**config.mk**
```make
export PLATFORM = sky130hd
export DESIGN_NAME = seg7_scan_ctrl_flat
export DESIGN_NICKNAME = d
export VERILOG_FILES = /design/src/rtl/seg7_scan_ctrl_if.sv /design/src/rtl/seg7_scan_ctrl.sv /design/src/flat_wrapper.sv
export SDC_FILE = /design/constraint.sdc
export NUM_CORES = 1
export LEC_CHECK = 0
export ABC_CLOCK_PERIOD_IN_PS = 3200
export CORE_MARGIN = 1.5
export CORE_UTILIZATION = 51
export DETAILED_ROUTE_END_ITERATION = 6
export PLACE_DENSITY = 0.83
export SYNTH_ARGS = -nofsm -noshare
export SYNTH_HDL_FRONTEND = slang
export SYNTH_SLANG_ARGS = --single-unit
```
**constraint.sdc**
```tcl
create_clock -name clk -period 3.2 [get_ports clk]
set_clock_uncertainty 0.15 [all_clocks]
set_input_delay 0.64 -clock clk [delete_from_list [all_inputs] [get_ports clk]]
set_output_delay 0.64 -clock clk [all_outputs]
set_load 0.1 [all_outputs]
```
**src/rtl/seg7_scan_ctrl_if.sv**
```systemverilog
// Load handshake and scan outputs of the 8-digit 7-segment scan controller.
// slave is the controller side, master the content source / display side.
interface seg7_scan_ctrl_if;
    logic        load_req;
    logic [31:0] load_data;
    logic [7:0]  load_dp;
    logic [7:0]  load_blank;
    logic        load_ack;
    logic [2:0]  digit_sel;
    logic [6:0]  seg_n;
    logic        dp_n;
    logic        frame_start;

    modport slave (
        input  load_req, load_data, load_dp, load_blank,
        output load_ack, digit_sel, seg_n, dp_n, frame_start
    );

    modport master (
        output load_req, load_data, load_dp, load_blank,
        input  load_ack, digit_sel, seg_n, dp_n, frame_start
    );
endinterface

```
**src/rtl/seg7_scan_ctrl.sv**
```systemverilog
// 8-digit common-anode scan driver; segments registered in step with digit_sel, loads applied at frame wrap (ack 1 cycle after).
// No backpressure: load_req always accepted, last wins; SEG7_LEADING_ZERO_BLANK_EN adds leading-zero blanking.
module seg7_scan_ctrl #(
    parameter int SCAN_DIV = 50000,
    parameter int CNT_W    = 16
) (
    input  logic            clk,
    input  logic            rst_n,
    seg7_scan_ctrl_if.slave bus
);

    localparam logic [CNT_W-1:0] PRESC_LAST = CNT_W'(SCAN_DIV - 1);

    logic [CNT_W-1:0] presc;
    logic [2:0]       digit_sel_q;
    logic [31:0]      stg_data, shd_data;
    logic [7:0]       stg_dp, shd_dp;
    logic [7:0]       stg_blank, shd_blank;
    logic             pending;
    logic             load_ack_q;
    logic             frame_start_q;
    logic [6:0]       seg_n_q;
    logic             dp_n_q;

    logic             tick;
    logic             wrap;
    logic             apply;
    logic [2:0]       nxt_digit;
    logic [31:0]      nxt_data;
    logic [7:0]       nxt_dp;
    logic [7:0]       nxt_blank;
    logic [7:0]       nxt_mask;
    logic [3:0]       nxt_nib;
    logic [6:0]       nxt_seg_n;
    logic             nxt_dp_n;

    function automatic logic [6:0] hex2seg(input logic [3:0] v);
        logic [6:0] s;
        case (v)
            4'h0: s = 7'h40;
            4'h1: s = 7'h79;
            4'h2: s = 7'h24;
            4'h3: s = 7'h30;
            4'h4: s = 7'h19;
            4'h5: s = 7'h12;
            4'h6: s = 7'h02;
            4'h7: s = 7'h78;
            4'h8: s = 7'h00;
            4'h9: s = 7'h10;
            4'hA: s = 7'h08;
            4'hB: s = 7'h03;
            4'hC: s = 7'h46;
            4'hD: s = 7'h21;
            4'hE: s = 7'h06;
            default: s = 7'h0E;
        endcase
        return s;
    endfunction

    assign tick  = (presc == PRESC_LAST);
    assign wrap  = tick && (digit_sel_q == 3'd7);
    assign apply = wrap && pending;

    // Outputs are computed from the post-edge digit and shadow so they move with digit_sel
    always_comb begin
        nxt_digit = tick ? digit_sel_q + 3'd1 : digit_sel_q;
        nxt_data  = apply ? stg_data  : shd_data;
        nxt_dp    = apply ? stg_dp    : shd_dp;
        nxt_blank = apply ? stg_blank : shd_blank;
    end

    always_comb begin : mask_calc
`ifdef SEG7_LEADING_ZERO_BLANK_EN
        logic above;
        above    = 1'b1;
        nxt_mask = nxt_blank;
        // Walk down from the top digit; a digit stays dark while everything above it is dark or zero
        for (int i = 7; i >= 1; i--) begin
            if ((nxt_data[4*i +: 4] == 4'h0) && !nxt_dp[i] && above)
                nxt_mask[i] = 1'b1;
            above = above && ((nxt_data[4*i +: 4] == 4'h0) || nxt_mask[i]);
        end
`else
        nxt_mask = nxt_blank;
`endif
    end

    always_comb begin
        nxt_nib   = nxt_data[{nxt_digit, 2'b00} +: 4];
        nxt_seg_n = 7'h7F;
        nxt_dp_n  = 1'b1;
        if (!nxt_mask[nxt_digit]) begin
            nxt_seg_n = hex2seg(nxt_nib);
            nxt_dp_n  = ~nxt_dp[nxt_digit];
        end
    end

    always_ff @(posedge clk) begin
        if (!rst_n) begin
            presc         <= '0;
            digit_sel_q   <= 3'd0;
            stg_data      <= 32'h0;
            stg_dp        <= 8'h00;
            stg_blank     <= 8'hFF;
            shd_data      <= 32'h0;
            shd_dp        <= 8'h00;
            shd_blank     <= 8'hFF;
            pending       <= 1'b0;
            load_ack_q    <= 1'b0;
            frame_start_q <= 1'b0;
            seg_n_q       <= 7'h7F;
            dp_n_q        <= 1'b1;
        end else begin
            presc         <= tick ? '0 : presc + 1'b1;
            digit_sel_q   <= nxt_digit;
            load_ack_q    <= apply;
            frame_start_q <= wrap;
            seg_n_q       <= nxt_seg_n;
            dp_n_q        <= nxt_dp_n;
            if (apply) begin
                shd_data  <= stg_data;
                shd_dp    <= stg_dp;
                shd_blank <= stg_blank;
            end
            // A new request wins over the apply clearing pending; it waits for the next wrap
            if (bus.load_req) begin
                stg_data  <= bus.load_data;
                stg_dp    <= bus.load_dp;
                stg_blank <= bus.load_blank;
                pending   <= 1'b1;
            end else if (apply) begin
                pending   <= 1'b0;
            end
        end
    end

    assign bus.load_ack    = load_ack_q;
    assign bus.frame_start = frame_start_q;
    assign bus.digit_sel   = digit_sel_q;
    assign bus.seg_n       = seg_n_q;
    assign bus.dp_n        = dp_n_q;

endmodule

```
**src/flat_wrapper.sv**
```systemverilog
// flat-port wrapper written by rule: the top's interface ports become plain ports
module seg7_scan_ctrl_flat 
#(
    parameter int SCAN_DIV = 50000,
    parameter int CNT_W    = 16
)
  (clk, rst_n, bus_load_req, bus_load_data, bus_load_dp, bus_load_blank, bus_load_ack, bus_digit_sel, bus_seg_n, bus_dp_n, bus_frame_start);
  seg7_scan_ctrl_if bus_i ();
  input  logic clk;
  input  logic rst_n;
  input wire logic [$bits(bus_i.load_req)-1:0] bus_load_req;
  input wire logic [$bits(bus_i.load_data)-1:0] bus_load_data;
  input wire logic [$bits(bus_i.load_dp)-1:0] bus_load_dp;
  input wire logic [$bits(bus_i.load_blank)-1:0] bus_load_blank;
  output wire logic [$bits(bus_i.load_ack)-1:0] bus_load_ack;
  output wire logic [$bits(bus_i.digit_sel)-1:0] bus_digit_sel;
  output wire logic [$bits(bus_i.seg_n)-1:0] bus_seg_n;
  output wire logic [$bits(bus_i.dp_n)-1:0] bus_dp_n;
  output wire logic [$bits(bus_i.frame_start)-1:0] bus_frame_start;
  assign bus_i.load_req = bus_load_req;
  assign bus_i.load_data = bus_load_data;
  assign bus_i.load_dp = bus_load_dp;
  assign bus_i.load_blank = bus_load_blank;
  assign bus_load_ack = bus_i.load_ack;
  assign bus_digit_sel = bus_i.digit_sel;
  assign bus_seg_n = bus_i.seg_n;
  assign bus_dp_n = bus_i.dp_n;
  assign bus_frame_start = bus_i.frame_start;
  seg7_scan_ctrl #(.SCAN_DIV(SCAN_DIV), .CNT_W(CNT_W)) u_core (.clk(clk), .rst_n(rst_n), .bus(bus_i));
endmodule
```
After elaboration in Yosys (flattened, before gate mapping)
Memory sizes are Yosys's and may differ from the RTL's. A register that Yosys moved wholly into a read port is not among the register bits.
Index checks and enable logic that the tools add are counted.
W data, S select, Z words.
Word-level totals
  memory bits (read-only): 112
  memories kept: 1
  flip-flop bits (word level): 119
Operators by class
  bitwise operators: 2
  muxes and demuxes: 10
  equality and inequality tests: 2
  $add $sub $neg: 2
  $lt $le $gt $ge: 1
  reduce and logical (&&, ||, !) cells: 5
  shift-type cells: 1
Memories
  (no name shown): words 16, width 7, rd ports 1, clocked after memory_dff 1, write ports 0, RTL line seg7_scan_ctrl.sv:39  | case (v)
Operators with widths (count)
  $mux W32: 1
  $shiftx A32 B6 Y4: 1
  $add A16 B1 Y16 const B: 1
  $eq A16 B16 Y1 const B: 1
  $mux W8: 2
  $bmux W1 S3: 2
  $lt A3 B4 Y1 const B: 1
  $mux W1: 4
  $reduce_or A2 Y1: 2
  $add A3 B1 Y3 const B: 1
  $eq A3 B3 Y1 const B: 1
  $mux W3: 1
  $logic_and A1 B1 Y1: 2
  $not A1 Y1: 2
  $reduce_bool A2 Y1: 1

Depth between registers and ports, before layout
  word-level depth: 7
  gate-level depth with buffers: 17
  gate-level depth less buffers: 14

Worst setup path after synthesis
Ideal clock, no wire load.
  path type: register to register
  start: reg u_core.digit_sel_q[0], in the netlist u_core.bus.digit_sel[0]
  end: reg u_core.seg_n_q[1], in the netlist u_core.bus.seg_n[1]
  data required time: 2925 ps
  cell stages (with the launch flop): 15
  library setup time: 125 ps
  path buffers: 2
  arrival time: 3476 ps
  path slack: -551 ps
  path through: dfxtp_1 > ha_1 > ha_1 > and2_1 > clkbuf_1 > clkbuf_1 > nand2_1 > a31oi_1 > nor2_1 > o31a_1 > nand3_1 > inv_1 > ha_1 > mux2i_1 > o211ai_2
On the way
  longest elaborated chain between the ends: 7
  elaborated cells between the ends (all ways): 11
  those cells by class: add/sub (1); eq/ne (1); shift (1); mux (5); reduce/logical (3)
Ends and longest elaborated chain
  start: declaration: RTL line seg7_scan_ctrl.sv:15  | logic [2:0] digit_sel_q;
  start signal: assignment: RTL line seg7_scan_ctrl.sv:115  | digit_sel_q <= nxt_digit;
  branches (longest 7 deep; another with $add A3 B1 Y3)
  end: declaration: RTL line seg7_scan_ctrl.sv:22  | logic [6:0] seg_n_q;
Several ways; the timed one is not identified. The select of a mux whose other input is x is not followed.
A chain may end at the register's enable or synchronous reset.

Worst setup path after layout
  start: reg u_core.presc[0]
  end: reg u_core.seg_n_q[3], in the netlist u_core.bus.seg_n[3]
On the way
  longest elaborated chain between the ends: 7
  elaborated cells between the ends (all ways): 10
  those cells by class: eq/ne (1); shift (1); mux (5); reduce/logical (3)
Ends and longest elaborated chain
  start: declaration: RTL line seg7_scan_ctrl.sv:14  | logic [CNT_W-1:0] presc;
  start signal: assignment: RTL line seg7_scan_ctrl.sv:114  | presc <= tick ? '0 : presc + 1'b1;
  $eq A16 B16 Y1 (*): RTL line seg7_scan_ctrl.sv:60  | assign tick = (presc == PRESC_LAST);
  branches (longest 6 deep; another with $mux W32)
Mark *: on every way between the ends. The select of a mux whose other input is x is not followed.

==> metrics.csv <==
stage;metric;value;unit
yosys;Syn Nets;758;
clock_tree;cts hold-fix bufs;0;
floorplan;Starting Density;0.521;
global_routing;global route overflow;0;
placement;port buffer count;63;
flow_run;Max-cap violations;0;
placement;hpwl dp;10.5;mm
timing;Final Hold Fails;0;
floorplan;core area;11900;sq um
clock_tree;TritonCTS Buffers;17;
clock_tree;Worst-Skew Late Latency;0.43;ns
min_path;Hold Path Origin;u_core.presc[0]$_SDFF_PP0_;
detailed_routing;DR WL/cell;16.9;microns
detailed_routing;ANT nets after route;0;
critical_path;CP Max Fanout;27;
detailed_routing;drt initial violations;370;
critical_path;Crit. End Element;flip-flop;
placement;dpl cell area;6950;sq um
critical_path;worst path cell trace;ha_1 > and3_2 > nand4_2 > buf_12 > mux2_2 > o211ai_1 > a311oi_2 > a211oi_2 > buf_4 > ha_1 > nor2_1 > o21bai_1 > nand4_1;
floorplan;Die Y;113;microns
clock_tree;CTS tree;done;
floorplan;# IOs;64;
yosys;Synth async-reset ratio;0;
detailed_routing;WL final;15.6;mm
finish;Ant. Diodes;0;
finish;area of the multi-input gates;3450;sq um
finish;final instance area;7630;sq um
power;cell area power density;492;nW/um^2
critical_path;Top delay family on crit path;compound AO/OA/AOI/OAI gates;
yosys;Seq cells post-synth;126;
finish;nets@finish;819;
timing;f_max;324;MHz
yosys;Syn Area/Cell;8.88;sq um
critical_path;WP data arrival;3.24;ns
critical_path;CP Class;flip-flop to flip-flop;
finish;P&R area growth vs syn;23.0;%
clock_tree;TritonCTS Sinks;126;
global_routing;total track usage;0.253;
detailed_routing;First-pass DRT Iterations;5;
yosys;cells after synthesis;698;
floorplan;row cnt;40;
finish;proportion of layout cells with a drive suffix above 1;0.145;
clock_tree;clk root buf;clkbuf_16;
global_routing;vias in the first global route;5197;
yosys;Top FF cell, synth;dfxtp_1;
finish;Final Non-Filler Cells;919;
global_routing;grt peak-use layer;met2;
global_routing;largest net degree at the start of global routing;49;
yosys;synth cell count leaders;132 x nand2_1, 126 x dfxtp_1, 69 x mux2i_1;
floorplan;die area;12800;sq um
timing;Least-Margin Pin Slew;0.696;ns
timing;Slew Limit Fails;0;
yosys;EDFF count, synth;0;
detailed_routing;via/cell ratio;5.72;
critical_path;slowest cell on the critical path;mux2_2;
yosys;synth unique cells;69;
detailed_routing;DR DRC count;0;
finish;Filler Cell Count;961;
critical_path;max incr delay on CP;0.39;ns
timing;fin crit share;0.966;
status;status;finished clean;
global_routing;initial antenna violation count;0;
clock_tree;htree depth;4;
yosys;Synth top area share;0.407;
power;peak supply drop;0.294;mV
critical_path;CP bufs+invs;2;
critical_path;Worst R2R Start;u_core.presc[0]$_SDFF_PP0_;
clock_tree;clk slew on worst S/H paths;0.05;ns
critical_path;cell mode on critical path;ha_1;
critical_path;Startpoint Class;flip-flop;
global_routing;GRT met3 Usage;0.0648;
critical_path;first element of the critical path;u_core.presc[0]$_SDFF_PP0_;
placement;global placement routability congestion;0.892;
timing;Worst slew margin;0.533;
global_routing;global-route wire length before repair;25.5;mm
critical_path;Worst EP required;3.35;ns
power;LEAKAGE;2.94;nW
detailed_routing;via count;5255;
global_routing;routing usage on met2;0.417;
yosys;Synth Cell Area;6200;sq um
yosys;top cells by area, synth;dfxtp_1 41%, mux2i_1 11%, nand2_1 8.0%;
yosys;most frequent cell after synthesis;nand2_1;
yosys;area leader, netlist;dfxtp_1;
clock_tree;clock buffer depth;2;
global_routing;GRT met1 Usage;0.317;
yosys;sequential share of the synthesized area;0.407;
finish;post-layout util;0.640;
min_path;Worst Hold Class;flip-flop to flip-flop;
placement;placed cells;883;
finish;Sequential Area;2530;sq um
timing;Final min period;3.09;ns
yosys;YS warnings;0;
timing;final setup fails;0;
floorplan;Die X;113;microns
-- layout make-up --
type | count | area share
multi-input combinational | 513 | 0.452
sequential | 126 | 0.332
timing repair buffer | 94 | 0.110
clock buffer | 22 | 0.0635
tap | 147 | 0.0241
clock inverter | 10 | 0.0146
inverter | 7 | 0.00344
-- power by group --
part | internal (mW) | leakage, nW | switching, mW
registers | 1.61 | 1.03 | 0.0386
clock network | 1.22 | 0.288 | 0.705
logic | 0.111 | 1.62 | 0.0692
-- sequential cells by signal, indices dropped and copies added (netlist names) --
name / count
u_core.stg_dp: 8
u_core.shd_dp: 8
u_core.bus.frame_start: 1
u_core.shd_blank: 8
u_core.stg_data: 32
u_core.bus.digit_sel: 3
u_core.bus.seg_n: 7
u_core.bus.load_ack: 1
u_core.presc: 16
u_core.pending: 1
u_core.shd_data: 32
u_core.bus.dp_n: 1
u_core.stg_blank: 8
-- cells in the final DEF, fill, tap and decap left out, types with 6 or more instances in the layout --
cell,instances
buf_4,42
clkdlybuf4s50_1,48
or3_1,6
o21ai_0,6
dfxtp_1,123
a21oi_1,14
xnor2_1,7
o221ai_1,9
and3_1,8
inv_1,6
clkbuf_16,17
a21boi_0,41
xor2_1,7
nor3_1,13
nor2_1,41
nand2_1,131
nand3_1,21
nand4_1,7
nor2b_1,43
ha_1,8
mux2i_1,67
-- routing by layer --
metal / up-vias / share of wire
met5: - / 0
met4: 0 / 0.020
met3: 32 / 0.050
met2: 164 / 0.48
met1: 2504 / 0.45
li1: 2555 / -
-- worst paths after layout --
path | to | slack [ns] | cells after the start
setup reg to reg | u_core.bus.seg_n[3]$_SDFF_PP1_ | 0.11 | 13
hold reg to reg | u_core.presc[0]$_SDFF_PP0_ | 0.29 | 1
setup / recovery | u_core.bus.seg_n[3]$_SDFF_PP1_ | 0.11 | 13
hold / removal | u_core.presc[0]$_SDFF_PP0_ | 0.29 | 1
-- cell families (layout without fill, tap and decap cells) --
| family | Yosys count | in the layout | synth area share |
|---|---|---|---|
| simple gates | 295 | 295 | 0.228 |
| flops | 126 | 126 | 0.407 |
| compound gates | 115 | 115 | 0.139 |
| mux | 80 | 80 | 0.142 |
| buf+inv | 59 | 133 | 0.0458 |
| xor+xnor | 14 | 14 | 0.0198 |
| fa+ha+maj | 9 | 9 | 0.0182 |
-- metrics by stage --
stage	setup TNS, ns	hold slack (ns)	total power, mW	setup slack [ns]
after CTS	0	0.296	3.77	0.0477
final	0	0.293	3.75	0.109
after global routing	-0.0138	0.308	3.87	-0.0138
after floorplan	0	0.268	1.77	0.0117
after detailed placement	-0.175	0.284	1.86	-0.0760
after global placement	0	0.280	1.85	0.0506
-- timing repair --
item                                    CTS  global route
buffers inserted                          3             1
pin swaps                                 1             2
resized for setup                         4            10
endpoints found under the setup margin    6             7
No activity file was read; power rests on OpenSTA's default activity.
